**config.mk**
```make
export PLATFORM = sky130hd
export DESIGN_NAME = div_result_display
export DESIGN_NICKNAME = d
export VERILOG_FILES = /design/src/rtl/div_display_pkg.sv /design/src/rtl/bcd_dd7.sv /design/src/rtl/div_result_display.sv
export SDC_FILE = /design/constraint.sdc
export NUM_CORES = 1
export LEC_CHECK = 0
export ABC_AREA = 0
export CAP_MARGIN = 5
export CORE_MARGIN = 2
export CORE_UTILIZATION = 56
export CTS_CLUSTER_SIZE = 40
export DETAILED_ROUTE_END_ITERATION = 12
export GPL_TIMING_DRIVEN = 0
export PLACE_DENSITY = 0.89
export SKIP_LAST_GASP = 1
export SLEW_MARGIN = 20
export SYNTH_ARGS = -nofsm -noshare
export SYNTH_HDL_FRONTEND = slang
export SYNTH_SLANG_ARGS = --single-unit
```
**constraint.sdc**
```tcl
create_clock -name clk -period 2.9 [get_ports clk]
set_input_delay 0.29 -clock clk [delete_from_list [all_inputs] [get_ports clk]]
set_output_delay 0.29 -clock clk [all_outputs]
set_load 0.03 [all_outputs]
```
**src/rtl/div_display_pkg.sv**
```systemverilog
// Shared types, constants and the BCD-to-segment decoder for the divider result display.
package div_display_pkg;

    typedef enum logic {
        IDLE = 1'b0,
        CONV = 1'b1
    } state_t;

    localparam int unsigned NUM_DIGITS = 6;
    localparam logic [6:0]  SEG_BLANK  = 7'h7F;

    // Active-low {g,f,e,d,c,b,a}; anything outside 0..9 is shown blank.
    function automatic logic [6:0] seg_decode(input logic [3:0] digit);
        logic [6:0] seg;
        case (digit)
            4'd0:    seg = 7'h40;
            4'd1:    seg = 7'h79;
            4'd2:    seg = 7'h24;
            4'd3:    seg = 7'h30;
            4'd4:    seg = 7'h19;
            4'd5:    seg = 7'h12;
            4'd6:    seg = 7'h02;
            4'd7:    seg = 7'h78;
            4'd8:    seg = 7'h00;
            4'd9:    seg = 7'h10;
            default: seg = SEG_BLANK;
        endcase
        return seg;
    endfunction

endpackage

```
**src/rtl/bcd_dd7.sv**
```systemverilog
// One-bit-per-clock double-dabble for a 7-bit binary value into 3 BCD digits.
module bcd_dd7 (
    input  logic        clk,
    input  logic        rst,
    input  logic        load,
    input  logic        step,
    input  logic [6:0]  bin_in,
    output logic [11:0] step_bcd
);

    logic [6:0]  bin_q, bin_d;
    logic [11:0] bcd_q, bcd_d;
    logic [11:0] adj;
    logic [18:0] shifted;

    // step_bcd is the working BCD after the current step, so the parent can
    // latch the final result on the same edge as the last iteration.
    always_comb begin
        adj = bcd_q;
        for (int unsigned i = 0; i < 3; i++) begin
            if (bcd_q[4*i +: 4] >= 4'd5) begin
                adj[4*i +: 4] = bcd_q[4*i +: 4] + 4'd3;
            end
        end
        shifted  = {adj, bin_q} << 1;
        step_bcd = shifted[18:7];

        bin_d = bin_q;
        bcd_d = bcd_q;
        if (load) begin
            bin_d = bin_in;
            bcd_d = '0;
        end else if (step) begin
            bin_d = shifted[6:0];
            bcd_d = step_bcd;
        end
    end

    always_ff @(posedge clk) begin
        if (rst) begin
            bin_q <= '0;
            bcd_q <= '0;
        end else begin
            bin_q <= bin_d;
            bcd_q <= bcd_d;
        end
    end

endmodule

```
**src/rtl/div_result_display.sv**
```systemverilog
// Captures divider quotient/remainder, converts both to BCD and scans them onto
// a 6-digit common-anode 7-segment display (quotient left, remainder right).
module div_result_display
    import div_display_pkg::*;
#(
    parameter int unsigned REFRESH_DIV = 50000,
    parameter bit          BLANK_LZ    = 1'b1
) (
    input  logic        clk,
    input  logic        rst,
    input  logic        done_in,
    input  logic [6:0]  q_in,
    input  logic [6:0]  r_in,
    output logic        busy,
    output logic        bcd_valid,
    output logic [11:0] bcd_q,
    output logic [11:0] bcd_r,
    output logic [5:0]  an,
    output logic [6:0]  seg
);

    localparam int unsigned RW = $clog2(REFRESH_DIV);

    state_t      state_q, state_d;
    logic [2:0]  iter_q, iter_d;
    logic        valid_q, valid_d;
    logic [11:0] quo_bcd_q, quo_bcd_d;
    logic [11:0] rem_bcd_q, rem_bcd_d;
    logic [11:0] q_step, r_step;
    logic        load, step;

    logic [RW-1:0] ref_q, ref_d;
    logic [2:0]    idx_q, idx_d;
    logic [5:0]    an_q, an_d;
    logic [6:0]    seg_q, seg_d;
    logic [3:0]    digit;
    logic          blank;

    bcd_dd7 u_dd_q (
        .clk      (clk),
        .rst      (rst),
        .load     (load),
        .step     (step),
        .bin_in   (q_in),
        .step_bcd (q_step)
    );

    bcd_dd7 u_dd_r (
        .clk      (clk),
        .rst      (rst),
        .load     (load),
        .step     (step),
        .bin_in   (r_in),
        .step_bcd (r_step)
    );

    always_comb begin
        state_d   = state_q;
        iter_d    = iter_q;
        valid_d   = 1'b0;
        quo_bcd_d = quo_bcd_q;
        rem_bcd_d = rem_bcd_q;
        load      = 1'b0;
        step      = 1'b0;
        case (state_q)
            IDLE: begin
                if (done_in) begin
                    load    = 1'b1;
                    iter_d  = 3'd7;
                    state_d = CONV;
                end
            end
            CONV: begin
                step   = 1'b1;
                iter_d = iter_q - 3'd1;
                if (iter_q == 3'd1) begin
                    quo_bcd_d = q_step;
                    rem_bcd_d = r_step;
                    valid_d   = 1'b1;
                    state_d   = IDLE;
                end
            end
            default: state_d = IDLE;
        endcase
    end

    // Blanking looks only at the published result, never the working registers.
    always_comb begin
        ref_d = ref_q + RW'(1);
        idx_d = idx_q;
        if (ref_q == RW'(REFRESH_DIV - 1)) begin
            ref_d = '0;
            idx_d = (idx_q == 3'(NUM_DIGITS - 1)) ? '0 : idx_q + 3'd1;
        end

        digit = 4'hF;
        blank = 1'b0;
        case (idx_q)
            3'd0: digit = rem_bcd_q[3:0];
            3'd1: begin
                digit = rem_bcd_q[7:4];
                blank = (rem_bcd_q[11:4] == 8'd0);
            end
            3'd2: begin
                digit = rem_bcd_q[11:8];
                blank = (rem_bcd_q[11:8] == 4'd0);
            end
            3'd3: digit = quo_bcd_q[3:0];
            3'd4: begin
                digit = quo_bcd_q[7:4];
                blank = (quo_bcd_q[11:4] == 8'd0);
            end
            3'd5: begin
                digit = quo_bcd_q[11:8];
                blank = (quo_bcd_q[11:8] == 4'd0);
            end
            default: blank = 1'b1;
        endcase
        seg_d = (BLANK_LZ && blank) ? SEG_BLANK : seg_decode(digit);
        an_d  = ~(6'd1 << idx_q);
    end

    always_ff @(posedge clk) begin
        if (rst) begin
            state_q   <= IDLE;
            iter_q    <= '0;
            valid_q   <= 1'b0;
            quo_bcd_q <= '0;
            rem_bcd_q <= '0;
            ref_q     <= '0;
            idx_q     <= '0;
            an_q      <= '1;
            seg_q     <= SEG_BLANK;
        end else begin
            state_q   <= state_d;
            iter_q    <= iter_d;
            valid_q   <= valid_d;
            quo_bcd_q <= quo_bcd_d;
            rem_bcd_q <= rem_bcd_d;
            ref_q     <= ref_d;
            idx_q     <= idx_d;
            an_q      <= an_d;
            seg_q     <= seg_d;
        end
    end

    assign busy      = (state_q == CONV);
    assign bcd_valid = valid_q;
    assign bcd_q     = quo_bcd_q;
    assign bcd_r     = rem_bcd_q;
    assign an        = an_q;
    assign seg       = seg_q;

endmodule

```
==> metrics.yaml <==
cpPeakStageDelay_ns: 0.43
grt_max_degree: 17
synth_fp_nets: 546
skew_ns: 0.0152
critPathRequiredTime_ns: 3.12
fp.dieW_microns: 94.9
cts_tree: "yes"
setup.worst_path.start: "idx_q[0]$_SDFFE_PP0P_"
r2r_start: "idx_q[0]$_SDFFE_PP0P_"
path_clk_slew_ns: 0.09
yosys.area.top_type_share: 0.428
powerDensity_mw_per_mm2: 450
worst_hold_path_type: "in2reg"
setup_viol: 0
synth-compound-area-share: 0.153
drc_errors: 0
synthAdderAreaFrac: 0.0514
r2r_cells: 9
drv_slew: 0
fill_cells: 644
hold_end: "iter_q[0]$_SDFFE_PP0P_"
hold_viol: 0
rrSetupSlack_ns: 0.26
yosys-mux-area-fraction: 0.0938
vias_per_cell: 5.60
start_util: 0.572
crit_path_top_delay_cell: "a221o_1"
avgSynthCellArea_sq_um: 9.07
clkPwrFrac: 0.326
postPlaceCellArea_sq_mm: 0.00529
async_flop_share: 0
synthFlopType: "dfxtp_1"
die_h_microns: 94.9
synth_area_sq_mm: 0.00463
p_comb_frac: 0.098
synthSimpleGateAreaFrac: 0.179
status: "finished clean"
post-route-period-util: 0.911
design.die.area_sq_mm: 0.00901
h-tree-depth: 3
grt_pass1_wl_microns: 16700
grt_pass1_vias: 3601
max-slew-margin-rel: 0.499
antenna_left: 0
grt.total_usage: 0.237
post-place-ws_ns: 0.209
swShare: 0.263
seqPwrFrac: 0.576
antenna_cells: 0
numPortBuffers: 53
max-vdd-ir-drop_uv: 224
gr-total-overflow: 0
syn_to_final_growth_pct: 18.0
yosysMostFrequentCell: "dfxtp_1"
min_path_cells: 2
timing.final.ws_setup_ns: 0.257
tns_ns: 0
synth_top_area_cell: "dfxtp_1"
netlist_top_cells_area: "dfxtp_1, mux2i_1, nor2_1"
synth_enable_flop_cells: 0
wl_per_cell_microns: 15.1
synth_top_family_by_area: "simple AND/OR/NAND/NOR gates"
cp-start-kind: "register"
drt_iter0_drc: 161
grt_setup_unrepaired: "no"
final_area_sq_mm: 0.00546
cap_violations: 0
globalplace.congestion: 0.877
dpl.hpwl_microns: 7730
synth_common_cells: "dfxtp_1, nor2_1, a21oi_1, mux2i_1, nand2_1"
cts_sinks: 99
arrival_ns: 2.86
synthCells: 510
cp_max_fo: 10
routed_wl_microns: 10400
internal_power_mw: 1.81
vias: 3830
p_leak_nw: 2.09
yosysUniqueCellTypes: 51
hp-start: "rst"
cts_buffer_depth: 2
clock.fmax_ghz: 0.378
ys_seq_elements: 99
drive_above_1_share: 0.0622
synth_warnings: 0
core-area_sq_mm: 0.00809
yosys.area_share.xor_xnor: 0.0416
criticalPathCategory: "reg2reg"
cp-end-kind: "register"
layout.nets: 610
dr.pass1.iters: 4
clock_latency_ns: 0.37
fin_crit_ns: 2.64
crit_chain: "buf_6 -> clkbuf_1 -> and2_1 -> ha_1 -> nand2b_1 -> o311ai_0 -> a221o_1 -> a2111oi_2 -> a41oi_1"
cts_buffers: 9
power.total_mw: 2.46
ys_seq_area_frac: 0.428
netSwitchingPower_mw: 0.647
rows: 33
r2r-end: "seg[4]$_SDFF_PP1_"
cts_root_buf: "clkbuf_8"
cts_setup_buffers: 0
antenna_found_initial: 0
worst_pin_slew_ns: 0.752
ios: 56
state kept, by name, indices dropped and copies added (netlist names):
name and count:
u_dd_r.bcd_q 12, bcd_r 12, ref_q 16, u_dd_q.bin_q 7
u_dd_r.bin_q 7, iter_q 3, bcd_q 12, busy 1
idx_q 3, seg 7, bcd_valid 1, u_dd_q.bcd_q 12
an 6
worst max-delay path by stage:
stage	endpoint	slack, ns	cells past startpoint
3_3_place_gp	seg[1]$_SDFF_PP1_	0.31	10
3_5_place_dp	seg[1]$_SDFF_PP1_	0.21	10
5_1_grt	seg[3]$_SDFF_PP1_	0.03	9
6_report	seg[4]$_SDFF_PP1_	0.26	9
2_1_floorplan	seg[4]$_SDFF_PP1_	0.59	9
4_1_cts	seg[1]$_SDFF_PP1_	0.20	10
repair_timing:
item,4_1_cts,5_1_grt
hold buffers,0,0
setup endpoints to repair,0,2
resized for setup,0,2
final cells by class:
class	instances	area (sq um)	share of cell area
inverter	22	82.6	0.0151
tap	105	131	0.0241
buffer	27	163	0.0298
sequential	99	1980	0.363
clock inverter	5	40.0	0.00733
timing repair buffer	53	531	0.0971
multi-input combinational	362	2400	0.440
clock buffer	11	131	0.0241
power by group through the flow:
| stage | clock network, mW | logic (mW) | registers, mW |
|---|---|---|---|
| global route | 0.864 | 0.264 | 1.42 |
| CTS | 0.810 | 0.240 | 1.42 |
| floorplan | 0 | 0.149 | 1.46 |
| global placement | 0 | 0.230 | 1.45 |
| finish | 0.801 | 0.240 | 1.42 |
| detailed placement | 0 | 0.238 | 1.45 |
critical path: cells and delay by family (launching register included):
kind	cells	cell delay, ns
buf+inv	2	0.48
fa+ha+maj	1	0.30
simple gates	2	0.34
flops	1	0.33
compound gates	4	1.04
cells in the final DEF, fill, tap and decap left out, types with 3 or more instances in the layout:
cell type / Yosys / final
dfxtp_1: 99 / 99
nor2_1: 65 / 65
clkdlybuf4s50_1: 0 / 53
a21oi_1: 41 / 41
mux2i_1: 40 / 40
nand2_1: 31 / 31
o21ai_0: 25 / 25
inv_1: 22 / 22
ha_1: 19 / 19
clkbuf_1: 15 / 16
a22o_1: 14 / 14
xnor2_1: 13 / 13
nor3b_1: 12 / 12
nand3_1: 11 / 11
nor3_1: 10 / 10
xor2_1: 9 / 9
clkbuf_8: 0 / 9
nand2b_1: 8 / 8
a211oi_1: 8 / 8
buf_6: 5 / 5
nand4_1: 5 / 5
nand3b_1: 4 / 4
o21a_1: 4 / 4
nor2b_1: 4 / 4
nor4_1: 4 / 4
mux2_2: 3 / 3
o2111ai_2: 3 / 3
buf_1: 3 / 3
and3_1: 3 / 3
clkinvlp_4: 0 / 3
per-layer routing:
metal	GRT usage	vias to the layer above	wire length, microns
li1	-	1911	-
met1	0.290	1793	4580
met2	0.419	105	5080
met3	0.0431	21	508
met4	0.0785	0	193
met5	0	-	0
cells by family after synthesis:
| logic type | Yosys count |
|---|---|
| multiplexers | 43 |
| buffers and inverters | 49 |
| flip-flops | 99 |
| adder cells (fa/ha/maj) | 19 |
| XOR/XNOR | 22 |
| AND/OR/NAND/NOR | 169 |
| AO/OA/AOI/OAI | 109 |
stage by stage:
stage                     utilization  cells  hold slack [ns]
final                           0.675    684            0.151
after global routing            0.675    684            0.147
after detailed placement        0.654    668            0.459
after floorplan                     -    510            0.435
after CTS                       0.675    684            0.140
after global placement          0.654    668            0.448
Power figures use the tool's default switching activity.
